==> src/rtl/add_sub_pkg.sv <==
`default_nettype none
// ============================================================================
//  Module   : add_sub_pkg
//  Purpose  : Shared types for the add/subtract arbiter slice: operation
//             encoding carried on req_op, and the arbiter FSM state encoding.
//  Contents : op_t    - 2-bit operation code (add, sub, clear, load)
//             state_t - 2-bit FSM state (IDLE, EXEC, RESP)
//  Revision : 1.0 - initial release
// ============================================================================
package add_sub_pkg;

  typedef enum logic [1:0] {
    OP_ADD = 2'b00,
    OP_SUB = 2'b01,
    OP_CLR = 2'b10,
    OP_LD  = 2'b11
  } op_t;

  typedef enum logic [1:0] {
    ST_IDLE = 2'b00,
    ST_EXEC = 2'b01,
    ST_RESP = 2'b10
  } state_t;

endpackage : add_sub_pkg
`default_nettype wire

==> src/rtl/add_sub_alu.sv <==
`default_nettype none
// ============================================================================
//  Module   : add_sub_alu
//  Purpose  : Combinational add/subtract/clear/load step applied to the shared
//             accumulator value S with operand A.
//  Ports    : s     in  N  current accumulator value
//             a     in  N  operand
//             op    in  2  operation (op_t)
//             r     out N  new accumulator value
//             carry out 1  add: carry-out, sub: borrow (S < A unsigned)
//             ovf   out 1  signed overflow of this operation
//  Options  : ADD_SUB_ARB_SAT_EN - when defined, an overflowing add/sub
//             saturates r to the signed limit instead of wrapping.
//  Revision : 1.0 - initial release
// ============================================================================
module add_sub_alu
  import add_sub_pkg::*;
#(
  parameter int N = 8
) (
  input  logic [N-1:0] s,
  input  logic [N-1:0] a,
  input  op_t          op,
  output logic [N-1:0] r,
  output logic         carry,
  output logic         ovf
);

  // Both paths are N+1 bits wide; the extra bit is carry-out for the add
  // and borrow for the subtract (it goes high exactly when S < A).
  logic [N:0]   w_sum;
  logic [N:0]   w_diff;
  logic [N-1:0] w_res;
  logic         w_ovf;

  assign w_sum  = {1'b0, s} + {1'b0, a};
  assign w_diff = {1'b0, s} - {1'b0, a};

  always_comb begin
    w_res = '0;
    carry = 1'b0;
    w_ovf = 1'b0;
    case (op)
      OP_ADD: begin
        w_res = w_sum[N-1:0];
        carry = w_sum[N];
        w_ovf = (s[N-1] == a[N-1]) && (w_sum[N-1] != s[N-1]);
      end
      OP_SUB: begin
        w_res = w_diff[N-1:0];
        carry = w_diff[N];
        w_ovf = (s[N-1] != a[N-1]) && (w_diff[N-1] != s[N-1]);
      end
      OP_CLR: begin
        w_res = '0;
      end
      default: begin
        w_res = a;
      end
    endcase
  end

  assign ovf = w_ovf;

`ifdef ADD_SUB_ARB_SAT_EN
  // An add/sub can only overflow away from the sign of S, so the sign of S
  // picks the limit: non-negative S overflows positive, negative S negative.
  assign r = w_ovf ? (s[N-1] ? {1'b1, {(N-1){1'b0}}} : {1'b0, {(N-1){1'b1}}})
                   : w_res;
`else
  assign r = w_res;
`endif

endmodule : add_sub_alu
`default_nettype wire

==> src/rtl/add_sub_arbiter.sv <==
`default_nettype none
// ============================================================================
//  Module   : add_sub_arbiter
//  Purpose  : Round-robin arbiter sharing one N-bit add/subtract accumulator
//             between NREQ requesters; returns the new accumulator value,
//             carry/borrow and signed overflow tagged with the requester ID.
//  Ports    : clk       in  1       system clock, rising edge
//             aclr      in  1       asynchronous active-low reset
//             req_valid in  NREQ    per-requester request valid
//             req_ready out NREQ    per-requester accept, one-hot or zero
//             req_op    in  2*NREQ  per-requester op (00 add,01 sub,10 clr,11 ld)
//             req_data  in  N*NREQ  per-requester operand
//             rsp_valid out 1       response valid
//             rsp_ready in  1       response consumer ready
//             rsp_id    out IDW     index of the served requester
//             rsp_sum   out N       accumulator value after the op
//             rsp_carry out 1       carry-out (add) / borrow (sub)
//             rsp_ovf   out 1       signed overflow of the op
//  Options  : ADD_SUB_ARB_SAT_EN - saturating add/sub (inside add_sub_alu).
//  Revision : 1.0 - initial release
// ============================================================================
module add_sub_arbiter
  import add_sub_pkg::*;
#(
  parameter int N    = 8,
  parameter int NREQ = 4,
  parameter int IDW  = $clog2(NREQ)
) (
  input  logic              clk,
  input  logic              aclr,
  input  logic [NREQ-1:0]   req_valid,
  output logic [NREQ-1:0]   req_ready,
  input  logic [2*NREQ-1:0] req_op,
  input  logic [N*NREQ-1:0] req_data,
  output logic              rsp_valid,
  input  logic              rsp_ready,
  output logic [IDW-1:0]    rsp_id,
  output logic [N-1:0]      rsp_sum,
  output logic              rsp_carry,
  output logic              rsp_ovf
);

  state_t         r_state;
  logic [N-1:0]   r_acc;
  logic [IDW-1:0] r_ptr;
  op_t            r_op;
  logic [N-1:0]   r_a;
  logic [IDW-1:0] r_id;
  logic           r_rsp_valid;
  logic [IDW-1:0] r_rsp_id;
  logic [N-1:0]   r_rsp_sum;
  logic           r_rsp_carry;
  logic           r_rsp_ovf;

  logic [N-1:0]   w_data [NREQ];
  op_t            w_op   [NREQ];
  logic           w_found;
  logic [IDW-1:0] w_winner;
  logic [IDW:0]   w_cand;
  logic [IDW-1:0] w_ptr_next;
  logic [N-1:0]   w_r;
  logic           w_carry;
  logic           w_ovf;

  // Unpack the flat request buses into per-requester views.
  for (genvar g = 0; g < NREQ; g++) begin : g_split
    assign w_data[g] = req_data[g*N +: N];
    assign w_op[g]   = op_t'(req_op[2*g +: 2]);
  end

  // Round-robin search: start at the pointer, walk upward, wrap at NREQ-1.
  // The candidate is kept one bit wider so the wrap works for any NREQ.
  always_comb begin
    w_found  = 1'b0;
    w_winner = '0;
    w_cand   = '0;
    for (int i = 0; i < NREQ; i++) begin
      w_cand = {1'b0, r_ptr} + (IDW+1)'(i);
      if (w_cand >= (IDW+1)'(NREQ)) begin
        w_cand = w_cand - (IDW+1)'(NREQ);
      end
      if (!w_found && req_valid[w_cand[IDW-1:0]]) begin
        w_found  = 1'b1;
        w_winner = w_cand[IDW-1:0];
      end
    end
  end

  always_comb begin
    req_ready = '0;
    if (r_state == ST_IDLE && w_found) begin
      req_ready[w_winner] = 1'b1;
    end
  end

  assign w_ptr_next = (r_rsp_id == IDW'(NREQ-1)) ? '0 : r_rsp_id + IDW'(1);

  add_sub_alu #(
    .N (N)
  ) u_alu (
    .s     (r_acc),
    .a     (r_a),
    .op    (r_op),
    .r     (w_r),
    .carry (w_carry),
    .ovf   (w_ovf)
  );

  always_ff @(posedge clk or negedge aclr) begin
    if (!aclr) begin
      r_state     <= ST_IDLE;
      r_acc       <= '0;
      r_ptr       <= '0;
      r_op        <= OP_ADD;
      r_a         <= '0;
      r_id        <= '0;
      r_rsp_valid <= 1'b0;
      r_rsp_id    <= '0;
      r_rsp_sum   <= '0;
      r_rsp_carry <= 1'b0;
      r_rsp_ovf   <= 1'b0;
    end else begin
      case (r_state)
        ST_IDLE: begin
          if (w_found) begin
            r_op    <= w_op[w_winner];
            r_a     <= w_data[w_winner];
            r_id    <= w_winner;
            r_state <= ST_EXEC;
          end
        end
        ST_EXEC: begin
          r_acc       <= w_r;
          r_rsp_sum   <= w_r;
          r_rsp_carry <= w_carry;
          r_rsp_ovf   <= w_ovf;
          r_rsp_id    <= r_id;
          r_rsp_valid <= 1'b1;
          r_state     <= ST_RESP;
        end
        ST_RESP: begin
          if (rsp_ready) begin
            r_rsp_valid <= 1'b0;
            r_ptr       <= w_ptr_next;
            r_state     <= ST_IDLE;
          end
        end
        default: begin
          r_state <= ST_IDLE;
        end
      endcase
    end
  end

  assign rsp_valid = r_rsp_valid;
  assign rsp_id    = r_rsp_id;
  assign rsp_sum   = r_rsp_sum;
  assign rsp_carry = r_rsp_carry;
  assign rsp_ovf   = r_rsp_ovf;

endmodule : add_sub_arbiter
`default_nettype wire

==> config.mk <==
export PLATFORM = sky130hd
export DESIGN_NAME = add_sub_arbiter
export DESIGN_NICKNAME = d
export VERILOG_FILES = /design/src/rtl/add_sub_pkg.sv /design/src/rtl/add_sub_alu.sv /design/src/rtl/add_sub_arbiter.sv
export SDC_FILE = /design/constraint.sdc
export NUM_CORES = 1
export LEC_CHECK = 0
export ABC_AREA = 0
export BUFFER_PORTS_ARGS = -buffer_cell sky130_fd_sc_hd__buf_2
export CAP_MARGIN = 10
export CORE_MARGIN = 3
export CORE_UTILIZATION = 53
export CTS_CLUSTER_DIAMETER = 200
export DETAILED_ROUTE_END_ITERATION = 8
export GPL_ROUTABILITY_DRIVEN = 1
export PLACE_DENSITY = 0.8
export REMOVE_ABC_BUFFERS = 1
export SLEW_MARGIN = 20
export SYNTH_ARGS = -nofsm -noshare
export SYNTH_HDL_FRONTEND = slang
export SYNTH_HIERARCHICAL = 1
export SYNTH_SLANG_ARGS = --single-unit
==> constraint.sdc <==
create_clock -name clk -period 3.3 [get_ports clk]
set_clock_uncertainty 0.2 [all_clocks]
set_input_delay 0.165 -clock clk [delete_from_list [all_inputs] [get_ports clk]]
set_output_delay 0.165 -clock clk [all_outputs]
set_load 0.02 [all_outputs]
After elaboration in Yosys (flattened, before gate mapping)

Index checks and enable logic that the tools add are counted.

Reduce and logical (&&, ||, !) cells: 17
Multiplexer cells: 38
Equality and inequality tests: 11
Bitwise operators: 1
$lt $le $gt $ge: 11
Add/sub/neg operators: 10

Operators by type and width:

| cell                                                        | count |
|---|---|
| two-way mux 2 bit                                           | 13 |
| case mux 8 bit (3 select lines)                             | 1 |
| binary-select mux 8 bit (select 2 bit)                      | 1 |
| two-way mux 8 bit                                           | 2 |
| less-than comparator 2 x 3 -> 1 bit (second input constant) | 5 |
| >= comparator 3 bit (second input constant)                 | 4 |
| two-way mux 1 bit                                           | 10 |
| adder 8 x 8 -> 9 bit                                        | 1 |
| subtractor 8 x 8 -> 9 bit                                   | 1 |
| binary-select mux 1 bit (select 2 bit)                      | 4 |
| AND reduction 2 bit                                         | 4 |
| subtractor 2 x 1 -> 2 bit (second input constant)           | 4 |
| logical AND 1 bit                                           | 7 |
| adder 2 x 2 -> 3 bit (second input constant)                | 2 |
| == test 2 bit (second input constant)                       | 3 |
| case mux 1 bit (2 select lines)                             | 3 |
| case mux 2 bit (3 select lines)                             | 1 |
| binary-select mux 2 bit (select 2 bit)                      | 1 |
| == test 2 x 1 -> 1 bit (second input constant)              | 2 |
| logical NOT 2 bit                                           | 2 |
| two-way mux 4 bit                                           | 1 |
| != test 2 bit (second input constant)                       | 2 |
| adder 2 x 1 -> 3 bit (second input constant)                | 1 |
| >= comparator 2 x 3 -> 1 bit (second input constant)        | 1 |
| other kinds (8)                                             | 12 |

Flip-flop bits (word level): 29
Logic and storage cells: 98
Output and inout bits: 17
Bits of input ports: 47

Logic depth before layout (Yosys ltp)

Gate-level depths: netlist of run 1.

Depth after elaboration: 19
Mapped depth: 9
Mapped depth without buffers: 9

Cells and area by module

The synthesis of run 1 kept the hierarchy.

Modules (own cells, without submodules):

| module          | area each (sq um) | times used | cells an instance | sequential area each (sq um) |
|---|---|---|---|---|
| add_sub_arbiter | 1458.9            | 1          | 126               | 725.7 |
| add_sub_alu     | 913.4             | 1          | 130               | 0.0 |

Worst setup path before layout of run 1

Ideal clock, no wire load.

Path kind: register -> register
Start: register rsp_sum[4] (netlist name)
End: register r_rsp_ovf (netlist: rsp_ovf)
Period minus slack after synthesis: 2.452 ns
Setup time: 0.125 ns
Cell stages (with the launch flop): 9
Data required time: 2.975 ns
Buffers on the path: 1
Setup slack: 0.848 ns
Arrival: 2.128 ns
Cells stage by stage: dfrtp_1 -> ha_1 -> buf_4 -> nor2_2 -> a211o_1 -> a221oi_2 -> mux2i_1 -> o41ai_2 -> mux2_2

RTL lines:

| what                 | RTL line               | text |
|---|---|---|
| end signal, assigned | add_sub_arbiter.sv:136 | `r_rsp_ovf <= w_ovf;` |
| end, declared        | add_sub_arbiter.sv:53  | `logic r_rsp_ovf;` |

Worst setup path in the final report of run 1

Start: register r_a[5]
End: register r_rsp_ovf (netlist: rsp_ovf)

Word-level cells in the longest chain between the ends: 4
Elaborated cells between the ends (all ways): 7
Classes of those cells: add/sub: 2; eq/ne: 2; mux: 1; reduce/logical: 2

Ends and longest elaborated chain:

| what                                                                     | RTL line                             | text |
|---|---|---|
| start, declared                                                          | add_sub_arbiter.sv:47                | `logic [N-1:0] r_a;` |
| start signal, assigned                                                   | add_sub_arbiter.sv:127               | `r_a <= w_data[w_winner];` |
| subtractor 8 x 8 -> 9 bit / adder 8 x 8 -> 9 bit (equally long branches) | add_sub_alu.sv:37, add_sub_alu.sv:36 |  |
| != test 1 bit (on tied branches)                                         | add_sub_alu.sv:52, add_sub_alu.sv:47 |  |
| logical AND 1 bit (on tied branches)                                     | add_sub_alu.sv:52, add_sub_alu.sv:47 |  |
| case mux 1 bit (2 select lines) (*)                                      | add_sub_alu.sv:43                    | `case (op)` |
| net w_ovf                                                                | add_sub_arbiter.sv:63                | `logic w_ovf;` |

Mark *: on every way through the listed nets, which the timed path passes. The rest lies on a longest branch.
A chain may end at the register's enable or synchronous reset.

==> results of run 1 <==
-- layer usage --
layer	wire length, um	track usage [%]
met1	2590	31.4
met2	2880	38.4
met3	395	4.68
met4	78	6.97
met5	0	0
-- worst max-delay path, stage by stage, from the launching register on --
cell and delay, ns:
dfrtp_1 0.39, inv_1 0.06, ha_1 0.44, nor2b_1 0.11, a211o_1 0.30, a221oi_2 0.37, mux2i_1 0.25, o41ai_2 0.09
mux2_2 0.29
-- cells in the mapped netlist (3+ instances only) --
cell,number
dfrtp_1,29
nor3_1,10
mux2_2,13
inv_1,18
nand3_1,4
nand2_1,24
o21ai_0,9
nand2b_1,4
mux2i_1,23
o31ai_1,4
nor2_1,14
nor2b_1,5
a21oi_1,9
clkbuf_1,9
a21o_1,4
o221ai_1,10
ha_1,17
nor3b_1,3
a211oi_1,3
-- how the worst min path moves through the flow --
stage	startpoint	end	slack, ns
final	req_op[6]	r_op[0]	0.003
after global routing	req_op[5]	r_op[1]	0.01
after CTS	req_op[5]	r_op[1]	0.004
after detailed placement	aclr	r_a[5]	0.03
after global placement	aclr	r_a[5]	0.03
after floorplan	aclr	r_a[0]	-0.33
-- registers in the layout, summed over array words and instances, names as in the netlist --
name,cells
r_a,8
rsp_sum,8
r_id,2
r_op,2
r_ptr,2
r_state,2
rsp_id,2
rsp_carry,1
rsp_ovf,1
rsp_valid,1
-- kinds of logic after synthesis --
logic type,after synthesis,share of synthesized area [%]
adders and majority gates,19,10.7
buffers and inverters,32,5.91
AOI/OAI and AO/OA,59,19.5
DFF,29,30.6
and+or+nand+nor,78,16.4
muxes,36,15.9
xor gates and xnor gates,3,1.11
-- through the flow --
stage	std cells	area [um^2]	hold slack [ns]
after global placement	357	2690	0.0330
after CTS	367	2830	0.00405
after floorplan	243	2300	-0.331
after detailed placement	357	2690	0.0343
after global routing	367	2830	0.0137
final	367	2830	0.00310
-- what timing repair did --
action	CTS	global route
setup buffers	0	0
hold endpoints to repair	30	0
hold buffers	2	0
-- cell type report --
cell class                 count  area (um^2)
inverter                      19         71.3
clock buffer                   7         86.3
timing repair buffer          66          343
fill                         339         1320
tap                           50         62.6
sequential                    29          726
multi-input combinational    195         1510
clock inverter                 1         30.0
-- report_power, final --
| part | total, mW | internal, mW | leakage [nW] | switching, mW |
|---|---|---|---|---|
| clock network | 0.385 | 0.246 | 0.0585 | 0.139 |
| logic | 1.98 | 0.869 | 1.01 | 1.12 |
| registers | 0.781 | 0.530 | 0.359 | 0.251 |
| total | 3.15 | 1.65 | 1.43 | 1.50 |
==> flow_metrics.tcl, run 1 <==
set metrics [dict create \
    status "finished, final reports clean" \
    syn_area_per_cell_um2 9.27 \
    period_share_pct 79.1 \
    antenna_found_initial 0 \
    rr_endpoint "rsp_ovf" \
    cts_tree "done" \
    cts_resized 0 \
    clk_pin_slew_ns 0.07 \
    final_cell_mix "63 x buf_2, 29 x dfrtp_1, 24 x nand2_1, 23 x mux2i_1, 18 x inv_1" \
    cts_htree_levels 2 \
    fin_nets 382 \
    wirelength_um 5940 \
    utilization_pct 68.2 \
    required_ns 3.27 \
    clock_sinks 29 \
    cts_buffer_depth 2 \
    drtAntennaViolNets 0 \
    core_area_mm2 0.00414 \
    yosysTopAreaCellShare_pct 30.6 \
    drt-wirelength-per-cell_um 16.2 \
    routed_via_density 5.83 \
    n_antenna_cell 0 \
    period_minus_slack_ns 2.61 \
    hold_viol 0 \
    ys.flop_type "dfrtp_1" \
    drv_cap 0 \
    synth_area_mm2 0.00237 \
    gp_congestion 0.898 \
    synth_cell_types 50 \
    fmax_mhz 383 \
    die_x_um 72.9 \
    grt_pass1_vias 2085 \
    cp-start-kind "flop" \
    cp-endpoint "rsp_ovf" \
    vdd_drop_max_mv 0.448 \
    reg2reg_depth 8 \
    root_buffer "clkbuf_8" \
    dpl_worst_slack_ns 0.736 \
    grt_pass1_wl_um 9700 \
    drive_above_1_share_pct 30.0 \
    vias 2138 \
    cts_inserted_buffers 5 \
    power.leakage_nw 1.43 \
    yosysSeqAreaShare_pct 30.6 \
    end_kind "flop" \
    criticalPathCategory "flop to flop" \
    drt-initial-drc-count 229 \
    place_hpwl_um 4350 \
    slew_headroom_pct 48.7 \
    p_total_mw 3.15 \
    fin_ws_ns 0.689 \
    arrival_ns 2.58 \
    maxSlewViolCount 0 \
    numPortBuffers 63 \
    yosys-top-cells-area "dfrtp_1 31%, mux2i_1 9.7%, ha_1 9.0%" \
    crit_start "r_a[5]" \
    grt_max_degree 30 \
    ff2ff_setup_slack_ns 0.69 \
    fp.dieH_um 72.9 \
    worst_slew_pin_slew_ns 0.770 \
    synth-seq-cells 29 \
    setup_viol_count_final 0 \
    ios 64 \
    initial_core_util_pct 57.2 \
    grt_use_total_pct 23.5 \
    cellPowerDensity_mw_per_mm2 1120 \
    r2r_start "r_a[5]" \
    setup-tns-final_ns 0 \
    yosys.area.top_type "dfrtp_1" \
    cp_max_fo 10 \
    yosysWarningCount 6 \
    layout_commonest_cell "buf_2" \
    fp-row-count 23 \
    insertion_delay_ns 0.28 \
    syn-instance-count 256 \
    drc 0 \
    synth_edf_count 0 \
    rsz0062_at_grt "no" \
    hold_path_depth 3 \
    drtPass1Iterations 4 \
    min_path_type "input port to flop" \
    area_growth_pct 19.1 \
    die_area_mm2 0.00531 \
    synthArstFlopShare_pct 100 \
    gr-total-overflow 0 \
]
No activity file was read; power rests on OpenSTA's default activity.
==> run 2: changes to the inputs <==
CORE_UTILIZATION = 48   (was 53)
PLACE_DENSITY = 0.77   (was 0.8)
clock period = 2.3 ns   (was 3.3 ns; I/O delays follow)
==> flow_metrics.tcl, run 2 (synthesized netlist as in run 1, its figures left out) <==
set metrics [dict create \
    drt-initial-drc-count 374 \
    worst_slew_pin_slew_ns 0.687 \
    grt_use_total_pct 31.6 \
    gr-total-overflow 0 \
    hold_ws_ns 0.0137 \
    ios 64 \
    cp-start-kind "flop" \
    hold_path_depth 3 \
    min_path_type "input port to flop" \
    grt_pass1_vias 2880 \
    grt_pass1_wl_um 14500 \
    cellPowerDensity_mw_per_mm2 1660 \
    core_area_mm2 0.00456 \
    place_hpwl_um 4960 \
    fin_nets 455 \
    n_fill_cell 232 \
    root_buffer "clkbuf_8" \
    vdd_drop_max_mv 1.02 \
    insertion_delay_ns 0.29 \
    maxSlewViolCount 0 \
    cts_inserted_buffers 5 \
    wirelength_um 9710 \
    vias 2863 \
    area_growth_pct 57.5 \
    period_share_pct 107 \
    initial_core_util_pct 52.0 \
    violations "setup timing" \
    utilization_pct 81.9 \
    drtAntennaViolNets 0 \
    end_kind "flop" \
    hold_viol 0 \
    r2r_start "rsp_sum[0]" \
    drc 0 \
    final_cell_mix "63 x buf_2, 37 x dlygate4sd3_1, 36 x buf_4, 25 x dfrtp_1, 23 x mux2i_1" \
    die_x_um 76.3 \
    numPortBuffers 63 \
    dp_cells 398 \
    slew_headroom_pct 54.2 \
    wl_met3_um 969 \
    fin_cells 455 \
    antenna_found_initial 0 \
    period_minus_slack_ns 2.46 \
    fin_ws_ns -0.158 \
    drtPass1Iterations 6 \
    ff2ff_setup_slack_ns -0.16 \
    drv_cap 0 \
    fp-row-count 24 \
    cts_htree_levels 2 \
    power.leakage_nw 1.81 \
    reg2reg_depth 9 \
    top_layer_used "met4" \
    dpl_worst_slack_ns -0.115 \
    fp.dieH_um 76.3 \
    grt_max_degree 30 \
    hold_path.startpoint "req_data[29]" \
    setup_viol_count_final 6 \
    required_ns 2.28 \
    setup-tns-final_ns -0.520 \
    rsz0062_at_grt "yes" \
    routed_via_density 6.29 \
    layout_commonest_cell "buf_2" \
    fmax_mhz 407 \
    criticalPathCategory "flop to flop" \
    clock_sinks 29 \
    drt-wirelength-per-cell_um 21.3 \
    arrival_ns 2.44 \
    clk_pin_slew_ns 0.07 \
    cts_tree "done" \
    cts_buffer_depth 2 \
    die_area_mm2 0.00582 \
    gp_congestion 0.970 \
    wl_met1_um 3540 \
    cp_max_fo 3 \
    status "complete, but fails checks" \
    rr_endpoint "rsp_sum[6]" \
    met2WireLength_um 4670 \
    drive_above_1_share_pct 43.8 \
    hold-path-endpoint "r_a[5]" \
    n_antenna_cell 0 \
]
==> run 2: report_power, final <==
group,switching [mW],total [mW],leakage [nW],internal (mW)
sequential,0.343,1.11,0.355,0.768
clock,0.223,0.575,0.0574,0.352
combinational,2.38,4.51,1.39,2.13
==> run 2: worst max path at each step <==
stage               start          to  cells after the start  slack (ns)
2_1_floorplan  rsp_sum[5]     rsp_ovf                      7       -0.19
3_3_place_gp   rsp_sum[4]     rsp_ovf                      7       -0.05
3_5_place_dp       r_a[5]     rsp_ovf                      8       -0.12
4_1_cts        rsp_sum[0]  rsp_sum[6]                      9       -0.03
5_1_grt        rsp_sum[0]  rsp_sum[6]                      9       -0.23
6_report       rsp_sum[0]  rsp_sum[6]                      9       -0.16
==> run 2: per-layer routing <==
layer | global-route usage, % | up-vias
li1 | - | 1198
met4 | 15.9 | 0
met1 | 35.0 | 1356
met2 | 55.8 | 250
met5 | 0 | -
met3 | 7.92 | 59
==> run 2: metrics by stage <==
stage               total power, mW  instance area [um^2]
CTS                            5.42                  3600
floorplan                      3.19                  2300
global route                   6.48                  3740
global placement               4.26                  2920
finish                         6.20                  3740
detailed placement             4.36                  2920
==> run 2: worst max-delay path, stage by stage, from the launching register on <==
cell,delay (ns)
dfrtp_1,0.41
inv_1,0.09
ha_2,0.19
fa_2,0.27
nor2b_4,0.06
o21ba_4,0.21
o31ai_2,0.27
a2111o_1,0.25
nand3_2,0.12
mux2_2,0.28
==> run 2: final cells by class <==
cell class | instances | area (um^2) | share of cell area, %
clock inverters | 2 | 37.5 | 1.00
inverters | 19 | 71.3 | 1.91
flip-flops and latches | 29 | 731 | 19.6
multi-input cells | 195 | 1730 | 46.2
repair buffers | 139 | 1010 | 27.0
clock buffers | 6 | 82.6 | 2.21
well taps | 65 | 81.3 | 2.18
==> run 2: what timing repair did <==
action                     in CTS  in global routing
hold buffers                   37                  0
setup endpoints to repair       7                 16
pin swaps                       9                 10
gates resized for setup        25                 30
buffers inserted                8                  4
hold endpoints to repair       39                  0
==> run 3: changes to the inputs <==
CORE_UTILIZATION = 49   (was 48)
CTS_CLUSTER_SIZE = 12   (was default)
PLACE_DENSITY = 0.78   (was 0.77)
SYNTH_HIERARCHICAL = default   (was 1)
==> flow_metrics.tcl, run 3 <==
set metrics [dict create \
    status "complete, but fails checks" \
    violations "setup timing" \
    synth_cell_types 50 \
    period_minus_slack_ns 2.30 \
    power.leakage_nw 1.57 \
    slew_headroom_pct 56.8 \
    drive_above_1_share_pct 32.6 \
    syn_area_per_cell_um2 8.49 \
    insertion_delay_ns 0.29 \
    vdd_drop_max_mv 0.711 \
    cts_tree "done" \
    gr-total-overflow 0 \
    cp-start-kind "flop" \
    grt_pass1_wl_um 11900 \
    cellPowerDensity_mw_per_mm2 1540 \
    setup-tns-final_ns -0.00474 \
    yosysWarningCount 0 \
    grtUsageMet2_pct 42.3 \
    fmax_mhz 434 \
    drt-wirelength-per-cell_um 15.8 \
    routed_via_density 5.68 \
    maxSlewViolCount 0 \
    fp-row-count 25 \
    grt.busiest_layer "met2" \
    cts_buffer_depth 2 \
    grt_use_total_pct 24.5 \
    drtAntennaViolNets 0 \
    worst_slew_pin_slew_ns 0.648 \
    end_kind "flop" \
    wirelength_um 7170 \
    cp_max_fo 4 \
    yosysTopAreaCellShare_pct 29.1 \
    numPortBuffers 63 \
    hold_viol 0 \
    n_fill_cell 382 \
    gp_congestion 0.921 \
    drt-initial-drc-count 283 \
    rsz0062_at_grt "yes" \
    syn-instance-count 294 \
    fin_nets 453 \
    required_ns 2.28 \
    drc 0 \
    synth_edf_count 0 \
    layout_commonest_cell "buf_2" \
    antenna_found_initial 0 \
    arrival_ns 2.29 \
    min_path_type "input port to flop" \
    die_area_mm2 0.00599 \
    synth.most_common_cell "dfrtp_1" \
    place_hpwl_um 4990 \
    use_met1_pct 30.8 \
    synth-seq-cells 29 \
    multiInputGateArea_mm2 0.00170 \
    yosys-top-cells-area "dfrtp_1 29%, ha_1 8.5%, mux2_4 6.0%" \
    seqCellArea_um2 728 \
    root_buffer "clkbuf_8" \
    area_growth_pct 34.7 \
    synthArstFlopShare_pct 100 \
    clk_pin_slew_ns 0.07 \
    drv_cap 0 \
    ios 64 \
    use_met3_pct 4.99 \
    initial_core_util_pct 51.8 \
    vias 2580 \
    synthTopCellsByCount "29 x dfrtp_1, 27 x a21oi_1, 26 x inv_1" \
    n_antenna_cell 0 \
    dpl_worst_slack_ns -0.0852 \
    period_share_pct 100 \
    final_cell_mix "63 x buf_2, 27 x dfrtp_1, 25 x o21ai_0, 24 x a21oi_1, 23 x inv_1" \
    criticalPathCategory "flop to flop" \
    cts_inserted_buffers 5 \
    fp.dieH_um 77.4 \
    cts_htree_levels 2 \
    yosysSeqAreaShare_pct 29.1 \
    fin_ws_ns -0.00474 \
    clock_sinks 29 \
    die_x_um 77.4 \
    yosys.area.top_type "dfrtp_1" \
    drtPass1Iterations 5 \
    grt_max_degree 30 \
    core_area_mm2 0.00482 \
    ys.flop_type "dfrtp_1" \
    grt_pass1_vias 2526 \
    setup_viol_count_final 1 \
    synth_area_mm2 0.00250 \
]
-- run 3: cell types whose count changed after synthesis, moves of 8 or more --
cell      delta
mux2i_1     -18
a221o_1     +11
mux2_4      +10
nand2_1     -10
o21ai_0     +16
a21oi_1     +18
o221ai_1     -9
mux2_2      -12
inv_1        +8
-- run 3: area by class of cell --
class                           instances  area share [%]
Inverter                               27            3.01
Timing Repair Buffer                  101            19.6
Multi-Input combinational cell        223            50.6
Tap cell                               67            2.49
Clock buffer                            7            2.57
Sequential cell                        29            21.7
-- run 3: where the power goes --
group	internal (mW)	leakage, nW	switching, mW
Clock	0.237	0.0443	0.197
Sequential	0.769	0.351	0.308
Combinational	1.66	1.17	1.99
-- run 3: worst paths after layout --
| kind | startpoint | end | slack, ns | cells after the start |
|---|---|---|---|---|
| setup / recovery | r_a[0] | rsp_sum[6] | -0.005 | 8 |
| hold / removal | req_data[8] | r_a[0] | 0.001 | 3 |
| setup reg to reg | r_a[0] | rsp_sum[6] | -0.005 | 8 |
| hold reg to reg | r_id[1] | r_id[1] | 0.28 | 2 |
| max in group asynchronous | aclr | r_a[0] | 1.24 | 2 |
| min in group asynchronous | aclr | rsp_sum[3] | 0.19 | 2 |
-- run 3: worst max-delay path, cell delays in order (launching register included) --
cell      delay, ns
dfrtp_2        0.41
ha_2           0.20
inv_1          0.05
fa_2           0.37
o21bai_4       0.14
a21oi_2        0.08
o31a_1         0.27
xnor2_1        0.13
a311o_1        0.35
-- run 3: what timing repair did --
action | in CTS | in global routing
endpoints found under the setup margin | 5 | 8
buffers inserted | 0 | 1
pin swaps | 3 | 3
hold endpoints to repair | 41 | 0
hold buffers | 19 | 0
resized for setup | 9 | 15
-- run 3: kinds of logic (layout without fill, tap and decap cells) --
group	after synthesis	in the layout	synth area share, %
AO/OA/AOI/OAI	103	103	28.0
XOR/XNOR	4	4	1.40
adder cells (fa/ha/maj)	19	19	10.1
buffers and inverters	42	135	6.61
flip-flops	29	29	29.1
multiplexers	16	16	8.47
AND/OR/NAND/NOR	81	81	16.3
-- run 3: stage by stage --
stage                     hold WS, ns  cell area, um^2  std cells  total power [mW]  util (%)
after floorplan                -0.381             2430        279              3.35         -
after global placement        -0.0180             2980        427              4.29      61.9
after detailed placement      -0.0127             2980        427              4.38      61.9
after CTS                     0.00535             3290        453              4.91      68.2
after global routing           0.0211             3360        454              5.55      69.8
final                         0.00138             3360        454              5.16      69.8
-- run 3: routing by layer --
layer	wire length [um]	vias up
met5	0	-
met4	132	0
met3	560	14
met2	3500	136
met1	2980	1173
li1	-	1257
